**config.mk**
```make
export PLATFORM = sky130hd
export DESIGN_NAME = trig_pattern_gen_flat
export DESIGN_NICKNAME = d
export VERILOG_FILES = /design/src/rtl/trig_pkg.sv /design/src/rtl/trig_pattern_gen_if.sv /design/src/rtl/trig_ptn_shift.sv /design/src/rtl/trig_pattern_gen.sv /design/src/flat_wrapper.sv
export SDC_FILE = /design/constraint.sdc
export NUM_CORES = 1
export LEC_CHECK = 0
export BUFFER_PORTS_ARGS = -buffer_cell sky130_fd_sc_hd__buf_4
export CELL_PAD_IN_SITES_DETAIL_PLACEMENT = 1
export CELL_PAD_IN_SITES_GLOBAL_PLACEMENT = 2
export CORE_MARGIN = 3
export CORE_UTILIZATION = 35
export DETAILED_ROUTE_END_ITERATION = 12
export GPL_ROUTABILITY_DRIVEN = 0
export HOLD_SLACK_MARGIN = 0.05
export PLACE_DENSITY_LB_ADDON = 0.12
export SLEW_MARGIN = 25
export SYNTH_ARGS = -nofsm -noshare
export SYNTH_HDL_FRONTEND = slang
export SYNTH_SLANG_ARGS = --single-unit
```
**constraint.sdc**
```tcl
create_clock -name clk -period 8.8 [get_ports clk]
set_input_delay 0.88 -clock clk [delete_from_list [all_inputs] [get_ports clk]]
set_output_delay 0.88 -clock clk [all_outputs]
set_load 0.005 [all_outputs]
```
**src/rtl/trig_pkg.sv**
```systemverilog
// Shared constants for the trigger pattern generator: FSM encoding, run modes,
// and a width helper for the bit-index counter.
package trig_pkg;

  localparam logic [1:0] IDLE = 2'd0;
  localparam logic [1:0] GAP  = 2'd1;
  localparam logic [1:0] PTN  = 2'd2;
  localparam logic [1:0] DONE = 2'd3;

  localparam logic MODE_BURST = 1'b0;
  localparam logic MODE_CONT  = 1'b1;

  function automatic int clog2(input int value);
    int bits = 0;
    while ((1 << bits) < value) bits++;
    return bits;
  endfunction

endpackage

```
**src/rtl/trig_pattern_gen_if.sv**
```systemverilog
// User control/status bundle of the trigger pattern generator.
interface trig_pattern_gen_if #(
  parameter int PTN_LEN = 4,
  parameter int GAP_W   = 12,
  parameter int NTRIG_W = 16
);

  logic               user_ena;
  logic               user_mode;
  logic [PTN_LEN-2:0] user_trig_ptn;
  logic [GAP_W-1:0]   user_gap;
  logic [NTRIG_W-1:0] user_ntrig;
  logic               trig;
  logic               busy;
  logic               done;
  logic [NTRIG_W-1:0] trig_cnt;

  modport master (
    output user_ena, user_mode, user_trig_ptn, user_gap, user_ntrig,
    input  trig, busy, done, trig_cnt
  );

  modport slave (
    input  user_ena, user_mode, user_trig_ptn, user_gap, user_ntrig,
    output trig, busy, done, trig_cnt
  );

endinterface

```
**src/rtl/trig_ptn_shift.sv**
```systemverilog
// Word shifter: loads {header, pattern}, presents the MSB, shifts left and
// flags the cycle in which the last bit is presented.
module trig_ptn_shift
  import trig_pkg::*;
#(
  parameter int PTN_LEN = 4
) (
  input  logic               clk,
  input  logic               rst_n,
  input  logic               load,
  input  logic               shift,
  input  logic [PTN_LEN-2:0] ptn,
  output logic               bit_out,
  output logic               last
);

  localparam int IDX_W = clog2(PTN_LEN);

  logic [PTN_LEN-1:0] sreg;
  logic [IDX_W-1:0]   idx;

  always_ff @(posedge clk or negedge rst_n) begin
    if (!rst_n) begin
      sreg <= '0;
      idx  <= '0;
    end else if (load) begin
      sreg <= {1'b1, ptn};
      idx  <= IDX_W'(PTN_LEN - 1);
    end else if (shift) begin
      sreg <= {sreg[PTN_LEN-2:0], 1'b0};
      idx  <= idx - IDX_W'(1);
    end
  end

  assign bit_out = sreg[PTN_LEN-1];
  assign last    = (idx == '0);

endmodule

```
**src/rtl/trig_pattern_gen.sv**
```systemverilog
// Serial trigger word generator: edge-armed burst/continuous runs of
// header+pattern words separated by a programmable idle gap.
//
// state | meaning
// IDLE  | no run; waiting for a rising edge of user_ena
// GAP   | idle gap before a word, gap_cnt counts down to 1
// PTN   | shifting header and pattern bits onto trig
// DONE  | burst finished; done held until user_ena drops
module trig_pattern_gen
  import trig_pkg::*;
#(
  parameter int PTN_LEN = 4,
  parameter int GAP_W   = 12,
  parameter int NTRIG_W = 16
) (
  input  logic             clk,
  input  logic             rst_n,
  trig_pattern_gen_if.slave bus
);

  logic [1:0]         state, state_nxt;
  logic               ena_q;
  logic               mode_q;
  logic [PTN_LEN-2:0] ptn_q;
  logic [GAP_W-1:0]   gap_q;
  logic [GAP_W-1:0]   gap_cnt;
  logic [NTRIG_W-1:0] ntrig_q;

  logic               trig_q, busy_q, done_q;
  logic [NTRIG_W-1:0] cnt_q;
  logic               trig_d, busy_d, done_d;
  logic [NTRIG_W-1:0] cnt_d;

  logic               idle_like, start, abort, gap_term, more_words;
  logic [NTRIG_W:0]   cnt_inc;
  logic               sh_load, sh_shift, sh_bit, sh_last;
  logic [PTN_LEN-2:0] sh_ptn;

  assign idle_like  = (state == IDLE) || (state == DONE);
  assign start      = idle_like && bus.user_ena && !ena_q;
  assign abort      = (state != IDLE) && !bus.user_ena;
  assign gap_term   = (gap_cnt == GAP_W'(1));
  assign cnt_inc    = {1'b0, cnt_q} + (NTRIG_W+1)'(1);
  assign more_words = (mode_q == MODE_CONT) || (cnt_inc < {1'b0, ntrig_q});

  always_ff @(posedge clk or negedge rst_n) begin
    if (!rst_n) state <= IDLE;
    else        state <= state_nxt;
  end

  always_comb begin
    state_nxt = state;
    if (abort) begin
      state_nxt = IDLE;
    end else begin
      case (state)
        IDLE, DONE: begin
          if (start) begin
            if (bus.user_mode == MODE_BURST && bus.user_ntrig == '0) state_nxt = DONE;
            else if (bus.user_gap != '0)                             state_nxt = GAP;
            else                                                     state_nxt = PTN;
          end
        end
        GAP: if (gap_term) state_nxt = PTN;
        PTN: begin
          if (sh_last) begin
            if (!more_words)       state_nxt = DONE;
            else if (gap_q != '0)  state_nxt = GAP;
            else                   state_nxt = PTN;
          end
        end
        default: state_nxt = IDLE;
      endcase
    end
  end

  // Next values of the registered outputs; trig lags the shifter by one edge.
  always_comb begin
    trig_d = 1'b0;
    busy_d = busy_q;
    done_d = done_q;
    cnt_d  = cnt_q;
    if (abort) begin
      busy_d = 1'b0;
      done_d = 1'b0;
    end else begin
      case (state)
        IDLE, DONE: begin
          if (start) begin
            busy_d = 1'b1;
            done_d = 1'b0;
            cnt_d  = '0;
          end else begin
            busy_d = 1'b0;
            done_d = (state == DONE);
          end
        end
        PTN: begin
          trig_d = sh_bit;
          if (sh_last) cnt_d = cnt_inc[NTRIG_W-1:0];
        end
        default: ;
      endcase
    end
  end

  assign sh_load  = (state_nxt == PTN) && ((state != PTN) || sh_last);
  assign sh_shift = (state == PTN);
  assign sh_ptn   = idle_like ? bus.user_trig_ptn : ptn_q;

  trig_ptn_shift #(.PTN_LEN(PTN_LEN)) u_shift (
    .clk     (clk),
    .rst_n   (rst_n),
    .load    (sh_load),
    .shift   (sh_shift),
    .ptn     (sh_ptn),
    .bit_out (sh_bit),
    .last    (sh_last)
  );

  always_ff @(posedge clk or negedge rst_n) begin
    if (!rst_n) begin
      ena_q   <= 1'b1;
      mode_q  <= MODE_BURST;
      ptn_q   <= '0;
      gap_q   <= '0;
      ntrig_q <= '0;
      gap_cnt <= '0;
      trig_q  <= 1'b0;
      busy_q  <= 1'b0;
      done_q  <= 1'b0;
      cnt_q   <= '0;
    end else begin
      ena_q  <= bus.user_ena;
      trig_q <= trig_d;
      busy_q <= busy_d;
      done_q <= done_d;
      cnt_q  <= cnt_d;
      if (start) begin
        mode_q  <= bus.user_mode;
        ptn_q   <= bus.user_trig_ptn;
        gap_q   <= bus.user_gap;
        ntrig_q <= bus.user_ntrig;
      end
      if (state_nxt == GAP && state != GAP) gap_cnt <= start ? bus.user_gap : gap_q;
      else if (state == GAP)                gap_cnt <= gap_cnt - GAP_W'(1);
    end
  end

  assign bus.trig     = trig_q;
  assign bus.busy     = busy_q;
  assign bus.done     = done_q;
  assign bus.trig_cnt = cnt_q;

endmodule

```
**src/flat_wrapper.sv**
```systemverilog
// flat-port wrapper written by rule: the top's interface ports become plain ports
module trig_pattern_gen_flat import trig_pkg::*;
#(
  parameter int PTN_LEN = 4,
  parameter int GAP_W   = 12,
  parameter int NTRIG_W = 16
)
  (clk, rst_n, bus_user_ena, bus_user_mode, bus_user_trig_ptn, bus_user_gap, bus_user_ntrig, bus_trig, bus_busy, bus_done, bus_trig_cnt);
  trig_pattern_gen_if #(.PTN_LEN(PTN_LEN), .GAP_W(GAP_W), .NTRIG_W(NTRIG_W)) bus_i ();
  input  logic clk;
  input  logic rst_n;
  input wire logic [$bits(bus_i.user_ena)-1:0] bus_user_ena;
  input wire logic [$bits(bus_i.user_mode)-1:0] bus_user_mode;
  input wire logic [$bits(bus_i.user_trig_ptn)-1:0] bus_user_trig_ptn;
  input wire logic [$bits(bus_i.user_gap)-1:0] bus_user_gap;
  input wire logic [$bits(bus_i.user_ntrig)-1:0] bus_user_ntrig;
  output wire logic [$bits(bus_i.trig)-1:0] bus_trig;
  output wire logic [$bits(bus_i.busy)-1:0] bus_busy;
  output wire logic [$bits(bus_i.done)-1:0] bus_done;
  output wire logic [$bits(bus_i.trig_cnt)-1:0] bus_trig_cnt;
  assign bus_i.user_ena = bus_user_ena;
  assign bus_i.user_mode = bus_user_mode;
  assign bus_i.user_trig_ptn = bus_user_trig_ptn;
  assign bus_i.user_gap = bus_user_gap;
  assign bus_i.user_ntrig = bus_user_ntrig;
  assign bus_trig = bus_i.trig;
  assign bus_busy = bus_i.busy;
  assign bus_done = bus_i.done;
  assign bus_trig_cnt = bus_i.trig_cnt;
  trig_pattern_gen #(.PTN_LEN(PTN_LEN), .GAP_W(GAP_W), .NTRIG_W(NTRIG_W)) u_core (.clk(clk), .rst_n(rst_n), .bus(bus_i));
endmodule
```
[Yosys cells after proc, flatten, opt, wreduce, memory -nomap -nowiden]
Cells that the tools add are included.
Storage, ports and cells
  output and inout port bits: 19
  word-level logic and storage cells: 80
  input port bits: 35
  register bits: 72
Cells by class
  order comparisons: 1
  add/subtract/negate cells: 3
  reduce and logical (&&, ||, !) cells: 23
  muxes and demuxes: 28
  eq/ne operators: 10
  bitwise operators: 2
Operators with widths (count)
  12-bit two-way mux: 3
  16-bit two-way mux: 2
  16-bit one-hot mux with 2 select lines: 1
  12-bit nonzero test: 2
  2-bit two-way mux: 10
  16-bit by 1-bit adder with 17-bit output (second input constant): 1
  17-bit by 16-bit less-than comparator with 1-bit output: 1
  16-bit zero test: 1
  12-bit by 1-bit == test with 1-bit output (second input constant): 1
  12-bit by 1-bit subtractor with 12-bit output (second input constant): 1
  2-bit nonzero test: 5
  1-bit two-way mux: 8
  4-bit two-way mux: 2
  2-bit == test (second input constant): 3
  1-bit logical AND: 6
  2-bit one-hot mux with 3 select lines: 1
  2-bit by 1-bit == test with 1-bit output (second input constant): 2
  2-bit zero test: 2
  2-bit by 1-bit != test with 1-bit output (second input constant): 2
  2-bit != test (second input constant): 2
  4-bit AND reduction: 1
  1-bit logical OR: 3
  3-bit two-way mux: 1
  1-bit zero test: 2
  other kinds (3): 4

[Depth between registers and ports, before layout]
Gate-level depths: netlist of run 1.
  word-level depth: 10
  mapped depth: 16
  mapped depth without buffers: 15

[Hierarchy]
Synthesis of run 1 repeated with hierarchy kept, for this count alone.
Second synthesis, totals
  cells, all modules: 439
  area, all modules: 4152.7 µm²
By module, submodules not included
  trig_pattern_gen: cells each 412, times used 1, area each 3867.5 µm², seq. area each 1652.8 µm²
  trig_ptn_shift: cells each 27, times used 1, area each 285.3 µm², seq. area each 150.1 µm²

[Least setup slack after synthesis of run 1]
Ideal clock, no wire load.
  path kind: reg2reg
  start: register u_core.cnt_q[0] (netlist: u_core.bus.trig_cnt[0])
  end: register u_core.gap_cnt[10]
  data arrival time: 3386 ps
  clock period less this slack: 3469 ps
  setup time: 83 ps
  path buffers: 1
  cell stages (with the launch flop): 17
  setup slack: 5331 ps
  cells stage by stage: dfrtp_1 > ha_1 > nand3_1 > nor2_1 > and3_1 > nand3_1 > xnor2_1 > ha_1 > and3_1 > a221oi_1 > o221ai_2 > a221oi_2 > o21ai_2 > o21ai_1 > buf_2 > mux2_2 > o21ai_0
Between the ends
  word-level cells in the longest chain between the ends: 10
  elaborated cells on any way between the ends: 11
  those cells by class: 1 x add/sub; 1 x order compare; 1 x eq/ne; 5 x mux; 3 x reduce/logical
RTL lines
  from (decl): line trig_pattern_gen.sv:30  | logic [NTRIG_W-1:0] cnt_q;
  from (signal assigned): line trig_pattern_gen.sv:138  | cnt_q <= cnt_d;
  16-bit by 1-bit adder with 17-bit output (*): line trig_pattern_gen.sv:43  | assign cnt_inc = {1'b0, cnt_q} + (NTRIG_W+1)'(1);
  17-bit by 16-bit less-than comparator with 1-bit output (*): line trig_pattern_gen.sv:44  | assign more_words = (mode_q == MODE_CONT) || (cnt_inc < {1'b0, ntrig_q});
  1-bit logical OR (*): line trig_pattern_gen.sv:44
  2-bit two-way mux (*): line trig_pattern_gen.sv:67  | if (!more_words) state_nxt = DONE;
  2-bit two-way mux (*): line trig_pattern_gen.sv:66  | if (sh_last) begin
  2-bit one-hot mux with 3 select lines (*): line trig_pattern_gen.sv:56  | case (state)
  2-bit two-way mux (*): line trig_pattern_gen.sv:53  | if (abort) begin
  named net u_core.state_nxt[0]: line trig_pattern_gen.sv:21  | logic [1:0] state, state_nxt;
  2-bit by 1-bit == test with 1-bit output (*): line trig_pattern_gen.sv:145  | if (state_nxt == GAP && state != GAP) gap_cnt <= start ? bus.user_gap : gap_q;
  1-bit logical AND (*): line trig_pattern_gen.sv:145
  12-bit two-way mux / 2-bit nonzero test (equally long branches)
  to (signal assigned): line trig_pattern_gen.sv:145
  to (signal assigned): line trig_pattern_gen.sv:146  | else if (state == GAP) gap_cnt <= gap_cnt - GAP_W'(1);
  to (decl): line trig_pattern_gen.sv:26  | logic [GAP_W-1:0] gap_cnt;
Mark *: on every way through the listed nets, which the timed path passes. The rest lies on a longest branch.
A chain may end at the register's enable or synchronous reset.

[Final worst setup path of run 1]
Same ends and word-level chain as after synthesis.

==> results of run 1 <==
-- worst paths after layout --
kind                                                     from                            endpoint  slack [ns]  cells after the start
hold / removal                    u_core.bus.busy$_DFFE_PN0P_         u_core.bus.busy$_DFFE_PN0P_        0.49                      2
setup / recovery           u_core.bus.trig_cnt[0]$_DFFE_PN0P_      u_core.gap_cnt[10]$_DFFE_PN0P_        4.82                     16
hold reg to reg                   u_core.bus.busy$_DFFE_PN0P_         u_core.bus.busy$_DFFE_PN0P_        0.49                      2
setup reg to reg           u_core.bus.trig_cnt[0]$_DFFE_PN0P_      u_core.gap_cnt[10]$_DFFE_PN0P_        4.82                     16
min in group asynchronous                               rst_n       u_core.ntrig_q[5]$_DFFE_PN0P_        0.57                      1
max in group asynchronous                               rst_n  u_core.u_shift.sreg[2]$_DFFE_PN0P_        7.75                      1
-- power by group through the flow --
stage / Sequential (mW) / Combinational (mW) / Clock (mW)
floorplan: 0.518 / 0.445 / 0
global placement: 0.536 / 0.584 / 0
detailed placement: 0.541 / 0.601 / 0
CTS: 0.537 / 0.605 / 0.346
global route: 0.554 / 0.678 / 0.361
finish: 0.536 / 0.592 / 0.335
-- critical path, delay by kind of cell, from the launching register on --
| kind | cells | cell delay (ns) |
|---|---|---|
| compound gates | 6 | 1.08 |
| fa+ha+maj | 2 | 0.55 |
| buf+inv | 1 | 0.28 |
| simple gates | 5 | 0.95 |
| mux | 1 | 0.36 |
| flops | 1 | 0.44 |
| xor+xnor | 1 | 0.22 |
-- area by class of cell --
cell class	instances	area, µm²	area share [%]
Clock inverter	4	20.02	0.4097
Sequential cell	72	1803	36.90
Tap cell	140	175.2	3.585
Timing Repair Buffer	55	416.7	8.528
Multi-Input combinational cell	307	2108	43.15
Inverter	31	116.4	2.382
Clock buffer	12	246.5	5.045
-- through the flow --
step                      power [mW]  worst slack [ns]
after floorplan               0.9631             5.331
after global placement         1.120             4.993
after CTS                      1.488             4.820
after global routing           1.593             4.461
final                          1.463             4.824
after detailed placement       1.142             4.851
-- state kept, by name, summed over array words and instances (netlist names) --
name / cells
u_core.bus.done: 1
u_core.gap_cnt: 12
u_core.mode_q: 1
u_core.gap_q: 12
u_core.bus.busy: 1
u_core.ptn_q: 3
u_core.bus.trig_cnt: 16
u_core.ena_q: 1
u_core.state: 2
u_core.u_shift.sreg: 4
u_core.u_shift.idx: 2
u_core.bus.trig: 1
u_core.ntrig_q: 16
-- cells by family (layout without fill, tap and decap cells) --
family	Yosys count	count (layout)	share of synthesized area, %
flops	72	72	44.00
simple gates	146	146	17.56
fa+ha+maj	23	23	7.023
compound gates	93	93	15.60
mux	29	29	7.664
buf+inv	49	102	4.733
xor+xnor	16	16	3.420
-- per-layer routing --
layer	part of all wire, %	track usage (%)	vias to the layer above
li1	-	-	1620
met1	44	23.48	1659
met2	50	30.95	60
met3	3.5	2.907	13
met4	1.6	6.413	0
met5	0	0	-
-- layout by cell type, fill, tap and decap left out, types with 3 or more instances in the layout --
cell | Yosys | layout
xor2_1 | 5 | 5
a21o_1 | 4 | 4
o21ai_0 | 31 | 31
nor2_1 | 36 | 35
inv_1 | 30 | 30
a21oi_1 | 15 | 15
ha_1 | 23 | 23
nor3_1 | 14 | 14
nor4_1 | 9 | 9
nand3_1 | 8 | 8
o21ai_1 | 3 | 3
buf_4 | 0 | 54
a221oi_1 | 3 | 3
nand2b_1 | 4 | 4
a211oi_1 | 4 | 4
xnor2_1 | 11 | 11
mux2_2 | 19 | 19
and3_1 | 7 | 7
dfrtp_1 | 71 | 71
mux2i_1 | 10 | 10
clkbuf_16 | 0 | 9
o31a_1 | 3 | 3
nand4_1 | 8 | 8
clkinv_2 | 0 | 4
a22o_1 | 7 | 7
nand2_1 | 46 | 46
==> impl_metrics.xml, run 1 <==
<?xml version="1.0" encoding="UTF-8"?>
<metrics>
  <group name="final_layout">
    <metric name="diodes" unit="">0</metric>
    <metric name="drive_gt1_share" unit="%">21.00</metric>
    <metric name="nets" unit="">534</metric>
    <metric name="num-fill-cells" unit="">1283</metric>
    <metric name="areaGrowthSynthToFinish" unit="%">19.24</metric>
    <metric name="layout.core_utilization" unit="%">43.92</metric>
    <metric name="finish.instance_area" unit="mm²">0.004886</metric>
    <metric name="fin_cells" unit="">621</metric>
  </group>
  <group name="clock_tree">
    <metric name="root_buffer_master" unit="">clkbuf_16</metric>
    <metric name="cts_buffers" unit="">9</metric>
    <metric name="cts-root-to-sink-buffers" unit="">2</metric>
    <metric name="clkSinkCount" unit="">72</metric>
    <metric name="cts-htree-levels" unit="">3</metric>
    <metric name="holdBufCountCts" unit="">0</metric>
    <metric name="cts_setup_buffers" unit="">0</metric>
    <metric name="cts-resized-gates" unit="">0</metric>
    <metric name="tritoncts_clock_tree" unit="">built</metric>
    <metric name="clk_pin_slew_worst_paths" unit="ns">0.06</metric>
    <metric name="clock_insertion_delay_worst_skew" unit="ns">0.34</metric>
  </group>
  <group name="grt">
    <metric name="grt_antenna_before_repair" unit="">0</metric>
    <metric name="grt_pass1_vias" unit="">3607</metric>
    <metric name="grt_first_pass_wirelength" unit="µm">18650</metric>
    <metric name="grt.overflow.total" unit="">0</metric>
    <metric name="groute.usage.overall" unit="%">18.20</metric>
    <metric name="pin_count_of_the_biggest_net_entering_global_routing" unit="">73</metric>
  </group>
  <group name="routing">
    <metric name="detail_route.iter0.violations" unit="">126</metric>
    <metric name="drc" unit="">0</metric>
    <metric name="wl_per_cell" unit="µm">17.69</metric>
    <metric name="routed_wl" unit="µm">10990</metric>
    <metric name="vias" unit="">3352</metric>
    <metric name="vias_per_cell" unit="">5.398</metric>
    <metric name="ant_nets" unit="">0</metric>
    <metric name="dr.pass1.iters" unit="">4</metric>
  </group>
  <group name="synthesis">
    <metric name="synth_warnings" unit="">0</metric>
    <metric name="synth_top_flop_cell" unit="">dfrtp_1</metric>
    <metric name="async_flop_share" unit="%">100.0</metric>
    <metric name="synth_cell_types" unit="">55</metric>
    <metric name="synth.most_common_cell" unit="">dfrtp_1</metric>
    <metric name="synth_common_cells" unit="">71 x dfrtp_1, 46 x nand2_1, 36 x nor2_1</metric>
    <metric name="synthTopCellsByArea" unit="">dfrtp_1 43%, ha_1 7.0%, mux2_2 5.2%</metric>
    <metric name="syn-num-nets" unit="">486</metric>
    <metric name="yosysTopAreaCellShare" unit="%">43.36</metric>
    <metric name="synth_enable_flop_cells" unit="">0</metric>
    <metric name="syn-instance-count" unit="">428</metric>
    <metric name="synth_seq_cells" unit="">72</metric>
    <metric name="synth.cell_area" unit="mm²">0.004098</metric>
    <metric name="average_instance_area_after_synthesis" unit="µm²">9.574</metric>
    <metric name="seq_area_frac_synth" unit="%">44.00</metric>
    <metric name="synth_top_area_cell" unit="">dfrtp_1</metric>
  </group>
  <group name="timing">
    <metric name="hold_ws" unit="ns">0.4896</metric>
    <metric name="final_max_slew_viol_count" unit="">0</metric>
    <metric name="final.period_utilization" unit="%">45.18</metric>
    <metric name="max_clock_freq" unit="MHz">251.5</metric>
    <metric name="finalHoldViolations" unit="">0</metric>
    <metric name="worstMarginPinSlew" unit="ns">0.9691</metric>
    <metric name="final_critical_path_required_period" unit="ns">3.976</metric>
    <metric name="final.setup_skew" unit="ns">0.005957</metric>
    <metric name="rsz0062_at_grt" unit="">no</metric>
    <metric name="finalSetupTns" unit="ns">0</metric>
    <metric name="setup_violations" unit="">0</metric>
    <metric name="max-slew-margin-rel" unit="%">35.39</metric>
  </group>
  <group name="pwr">
    <metric name="netSwitchingFraction" unit="%">38.28</metric>
    <metric name="total_leakage_power" unit="nW">2.292</metric>
    <metric name="switchingPower" unit="mW">0.5599</metric>
    <metric name="power_density" unit="mW/mm²">299.4</metric>
    <metric name="pwr-share-comb" unit="%">40.5</metric>
    <metric name="vdd_ir_drop_max" unit="µV">154.6</metric>
    <metric name="cell_internal_pwr" unit="mW">0.9029</metric>
    <metric name="power.share.clock" unit="%">22.9</metric>
    <metric name="seqPwrFrac" unit="%">36.6</metric>
  </group>
  <group name="floorplan">
    <metric name="die_area" unit="mm²">0.01304</metric>
    <metric name="fp.dieH" unit="µm">114.2</metric>
    <metric name="core_area" unit="mm²">0.01113</metric>
    <metric name="floorplan.initialDensity" unit="%">36.83</metric>
    <metric name="die_width" unit="µm">114.2</metric>
    <metric name="num_rows" unit="">38</metric>
    <metric name="ioPinCount" unit="">54</metric>
  </group>
  <group name="place">
    <metric name="dp_hpwl" unit="µm">8094</metric>
    <metric name="portBuffers" unit="">53</metric>
    <metric name="detailed_place.area" unit="mm²">0.004616</metric>
    <metric name="dp_cells" unit="">605</metric>
  </group>
  <group name="setup_path">
    <metric name="critical_path_required" unit="ns">9.05</metric>
    <metric name="timing.critical_path.slowest_cell_delay" unit="ns">0.44</metric>
    <metric name="startpoint_type" unit="">flop</metric>
    <metric name="crit_chain" unit="">ha_1, nand3_1, nor2_1, and3_1, nand3_1, xnor2_1, ha_1, and3_1, a221oi_1, o221ai_2, a221oi_2, o21ai_2, o21ai_1, buf_4, mux2_2, o21ai_0</metric>
    <metric name="sort_of_element_at_the_end_of_the_critical_path" unit="">flop</metric>
    <metric name="crit_slowest_cell" unit="">dfrtp_1</metric>
    <metric name="worstPathMaxFanout" unit="">20</metric>
    <metric name="criticalPathCategory" unit="">flop to flop</metric>
    <metric name="critical_path_arrival" unit="ns">4.23</metric>
  </group>
  <group name="worst_hold_path">
    <metric name="worstHoldPathType" unit="">flop to flop</metric>
  </group>
  <group name="run">
    <metric name="max_cap_viol_count" unit="">0</metric>
  </group>
  <group name="outcome">
    <metric name="run_status" unit="">finished clean</metric>
  </group>
</metrics>
Power figures use the tool's default switching activity.
==> run 2, diff against run 1 <==
clock period = 3.8 ns   (was 8.8 ns; I/O delays follow)
==> run 2 against run 1 <==
Sequential power is 130% higher. Core utilization is 1.3 points higher. Die area is the same. Global-route usage is 0.10 points higher. Non-clock buffer count is 12 higher. Largest power group unchanged. Critical endpoint is now u_core.gap_cnt[8]$_DFFE_PN0P_. Count of clock-buffer cells in the layout is 3 higher. Clock skew hardly changed. Flip-flop and latch count is the same. Critical path depth shrank 1. Via count rose by 1.6%. Worst hold slack got worse by 0.43 ns. Sequential share of layout area down 1.1 points.
==> impl_metrics.xml, run 2 (synthesized netlist as in run 1, its figures left out) <==
<?xml version="1.0" encoding="UTF-8"?>
<metrics>
  <group name="outcome">
    <metric name="run_status" unit="">finished clean</metric>
  </group>
  <group name="run">
    <metric name="max_cap_viol_count" unit="">0</metric>
  </group>
  <group name="floorplan">
    <metric name="floorplan.initialDensity" unit="%">36.83</metric>
    <metric name="die_area" unit="mm²">0.01304</metric>
    <metric name="num_rows" unit="">38</metric>
    <metric name="fp.dieH" unit="µm">114.2</metric>
    <metric name="ioPinCount" unit="">54</metric>
    <metric name="die_width" unit="µm">114.2</metric>
    <metric name="core_area" unit="mm²">0.01113</metric>
  </group>
  <group name="final_layout">
    <metric name="nets" unit="">546</metric>
    <metric name="mostFrequentLayoutCell" unit="">dfrtp_1</metric>
    <metric name="areaGrowthSynthToFinish" unit="%">22.75</metric>
    <metric name="fin_cells" unit="">632</metric>
    <metric name="num-fill-cells" unit="">1279</metric>
    <metric name="diodes" unit="">0</metric>
    <metric name="drive_gt1_share" unit="%">24.39</metric>
    <metric name="layout.cells.most_common_list" unit="">71 x dfrtp_1, 65 x buf_4, 46 x nand2_1</metric>
  </group>
  <group name="clock_tree">
    <metric name="clk_pin_slew_worst_paths" unit="ns">0.06</metric>
    <metric name="clkSinkCount" unit="">72</metric>
    <metric name="cts-htree-levels" unit="">3</metric>
    <metric name="root_buffer_master" unit="">clkbuf_16</metric>
    <metric name="cts_buffers" unit="">9</metric>
    <metric name="tritoncts_clock_tree" unit="">built</metric>
    <metric name="cts-root-to-sink-buffers" unit="">2</metric>
    <metric name="clock_insertion_delay_worst_skew" unit="ns">0.34</metric>
  </group>
  <group name="routing">
    <metric name="detail_route.iter0.violations" unit="">135</metric>
    <metric name="dr.pass1.iters" unit="">4</metric>
    <metric name="ant_nets" unit="">0</metric>
    <metric name="drc" unit="">0</metric>
    <metric name="vias_per_cell" unit="">5.386</metric>
    <metric name="routed_wl" unit="µm">11340</metric>
    <metric name="vias" unit="">3404</metric>
    <metric name="wl_per_cell" unit="µm">17.94</metric>
  </group>
  <group name="setup_path">
    <metric name="timing.critical_path.slowest_cell_delay" unit="ns">0.37</metric>
    <metric name="cp_num_cells" unit="">15</metric>
    <metric name="sort_of_element_at_the_end_of_the_critical_path" unit="">flop</metric>
    <metric name="crit_start" unit="">u_core.bus.trig_cnt[0]$_DFFE_PN0P_</metric>
    <metric name="worstPathMaxFanout" unit="">20</metric>
    <metric name="ff2ff_path_depth" unit="">15</metric>
    <metric name="startpoint_type" unit="">flop</metric>
    <metric name="worst-path-buf-inv" unit="">2</metric>
    <metric name="critical_path_arrival" unit="ns">3.78</metric>
    <metric name="startpoint_of_the_worst_register_to_register_path" unit="">u_core.bus.trig_cnt[0]$_DFFE_PN0P_</metric>
    <metric name="worst_path_dominant_cell_family" unit="">compound AO/OA/AOI/OAI gates</metric>
    <metric name="criticalPathCategory" unit="">flop to flop</metric>
    <metric name="critical-path-top-cell-by-count" unit="">a21o_1</metric>
    <metric name="crit_chain" unit="">ha_2, nand3_1, buf_4, nor2_1, xor2_1, ha_1, a21o_1, a21o_1, a221o_1, a211oi_1, o21a_2, o21ai_2, buf_12, a221oi_1, o31a_1</metric>
    <metric name="critical_path_required" unit="ns">4.08</metric>
    <metric name="crit_slowest_cell" unit="">a221o_1</metric>
  </group>
  <group name="pwr">
    <metric name="switchingPower" unit="mW">1.328</metric>
    <metric name="pwr-share-comb" unit="%">42.2</metric>
    <metric name="cell_internal_pwr" unit="mW">2.178</metric>
    <metric name="total_leakage_power" unit="nW">2.373</metric>
    <metric name="netSwitchingFraction" unit="%">37.88</metric>
    <metric name="power.share.clock" unit="%">22.6</metric>
    <metric name="power.total" unit="mW">3.506</metric>
    <metric name="seqPwrFrac" unit="%">35.2</metric>
    <metric name="vdd_ir_drop_max" unit="µV">403.2</metric>
    <metric name="power_density" unit="mW/mm²">697.0</metric>
  </group>
  <group name="grt">
    <metric name="pin_count_of_the_biggest_net_entering_global_routing" unit="">73</metric>
    <metric name="grt.overflow.total" unit="">0</metric>
    <metric name="grt_antenna_before_repair" unit="">0</metric>
    <metric name="groute.usage.overall" unit="%">18.31</metric>
    <metric name="grt_pass1_vias" unit="">3542</metric>
    <metric name="grt_first_pass_wirelength" unit="µm">18570</metric>
  </group>
  <group name="timing">
    <metric name="finalSetupTns" unit="ns">0</metric>
    <metric name="final.period_utilization" unit="%">92.22</metric>
    <metric name="finalHoldViolations" unit="">0</metric>
    <metric name="max-slew-margin-rel" unit="%">37.18</metric>
    <metric name="worstMarginPinSlew" unit="ns">0.9423</metric>
    <metric name="max_clock_freq" unit="MHz">285.4</metric>
    <metric name="setup_violations" unit="">0</metric>
    <metric name="rsz0062_at_grt" unit="">no</metric>
    <metric name="final_max_slew_viol_count" unit="">0</metric>
    <metric name="final_critical_path_required_period" unit="ns">3.504</metric>
    <metric name="final.setup_skew" unit="ns">0.005849</metric>
  </group>
  <group name="worst_hold_path">
    <metric name="worstHoldPathType" unit="">input pin to async pin</metric>
  </group>
  <group name="place">
    <metric name="portBuffers" unit="">53</metric>
    <metric name="dp_hpwl" unit="µm">8191</metric>
    <metric name="dp_cells" unit="">615</metric>
  </group>
</metrics>
==> run 2: cell type report <==
| class | count | area (µm²) | area share [%] |
|---|---|---|---|
| clock buffer | 15 | 267.8 | 5.323 |
| inverter | 31 | 116.4 | 2.313 |
| multi-input combinational | 307 | 2148 | 42.71 |
| sequential | 72 | 1803 | 35.85 |
| tap | 140 | 175.2 | 3.483 |
| timing repair buffer | 67 | 519.2 | 10.32 |
==> run 2: per-layer routing <==
metal	part of all wire, %	track usage (%)
met1	44	22.24
met2	50	31.93
met3	3.8	4.175
met4	1.9	6.176
met5	0	0
==> run 2: what timing repair did <==
action,CTS,global route
buffers inserted,0,2
resized for setup,0,11
endpoints found under the hold margin,0,0
setup endpoints to repair,0,18
hold buffers,0,0
==> run 2: power by group through the flow <==
stage / Clock, mW / Combinational [mW] / Sequential, mW
after floorplan: 0 / 1.03 / 1.20
after global placement: 0 / 1.41 / 1.23
after detailed placement: 0 / 1.45 / 1.24
after CTS: 0.811 / 1.46 / 1.23
after global routing: 0.843 / 1.67 / 1.27
final: 0.793 / 1.48 / 1.23
==> run 2: path summary, 6_finish.rpt <==
path | to | slack (ns)
min | u_core.ntrig_q[4]$_DFFE_PN0P_ | 0.06
max | u_core.gap_cnt[8]$_DFFE_PN0P_ | 0.30
max reg2reg | u_core.gap_cnt[8]$_DFFE_PN0P_ | 0.30
max in group asynchronous | u_core.gap_cnt[9]$_DFFE_PN0P_ | 3.27
min reg2reg | u_core.bus.busy$_DFFE_PN0P_ | 0.49
min in group clk | u_core.ena_q$_DFF_PN1_ | 0.17
==> run 2: stage by stage <==
stage	utilization (%)	worst slack [ns]	hold slack (ns)	cell area (µm²)
after CTS	44.64	0.08137	0.1660	4966
after floorplan	-	0.3313	0.08441	4098
final	45.21	0.2957	0.06276	5030
after global routing	45.21	0.01193	0.1140	5030
after global placement	42.23	0.1851	0.4647	4698
after detailed placement	42.23	0.1155	0.4762	4698
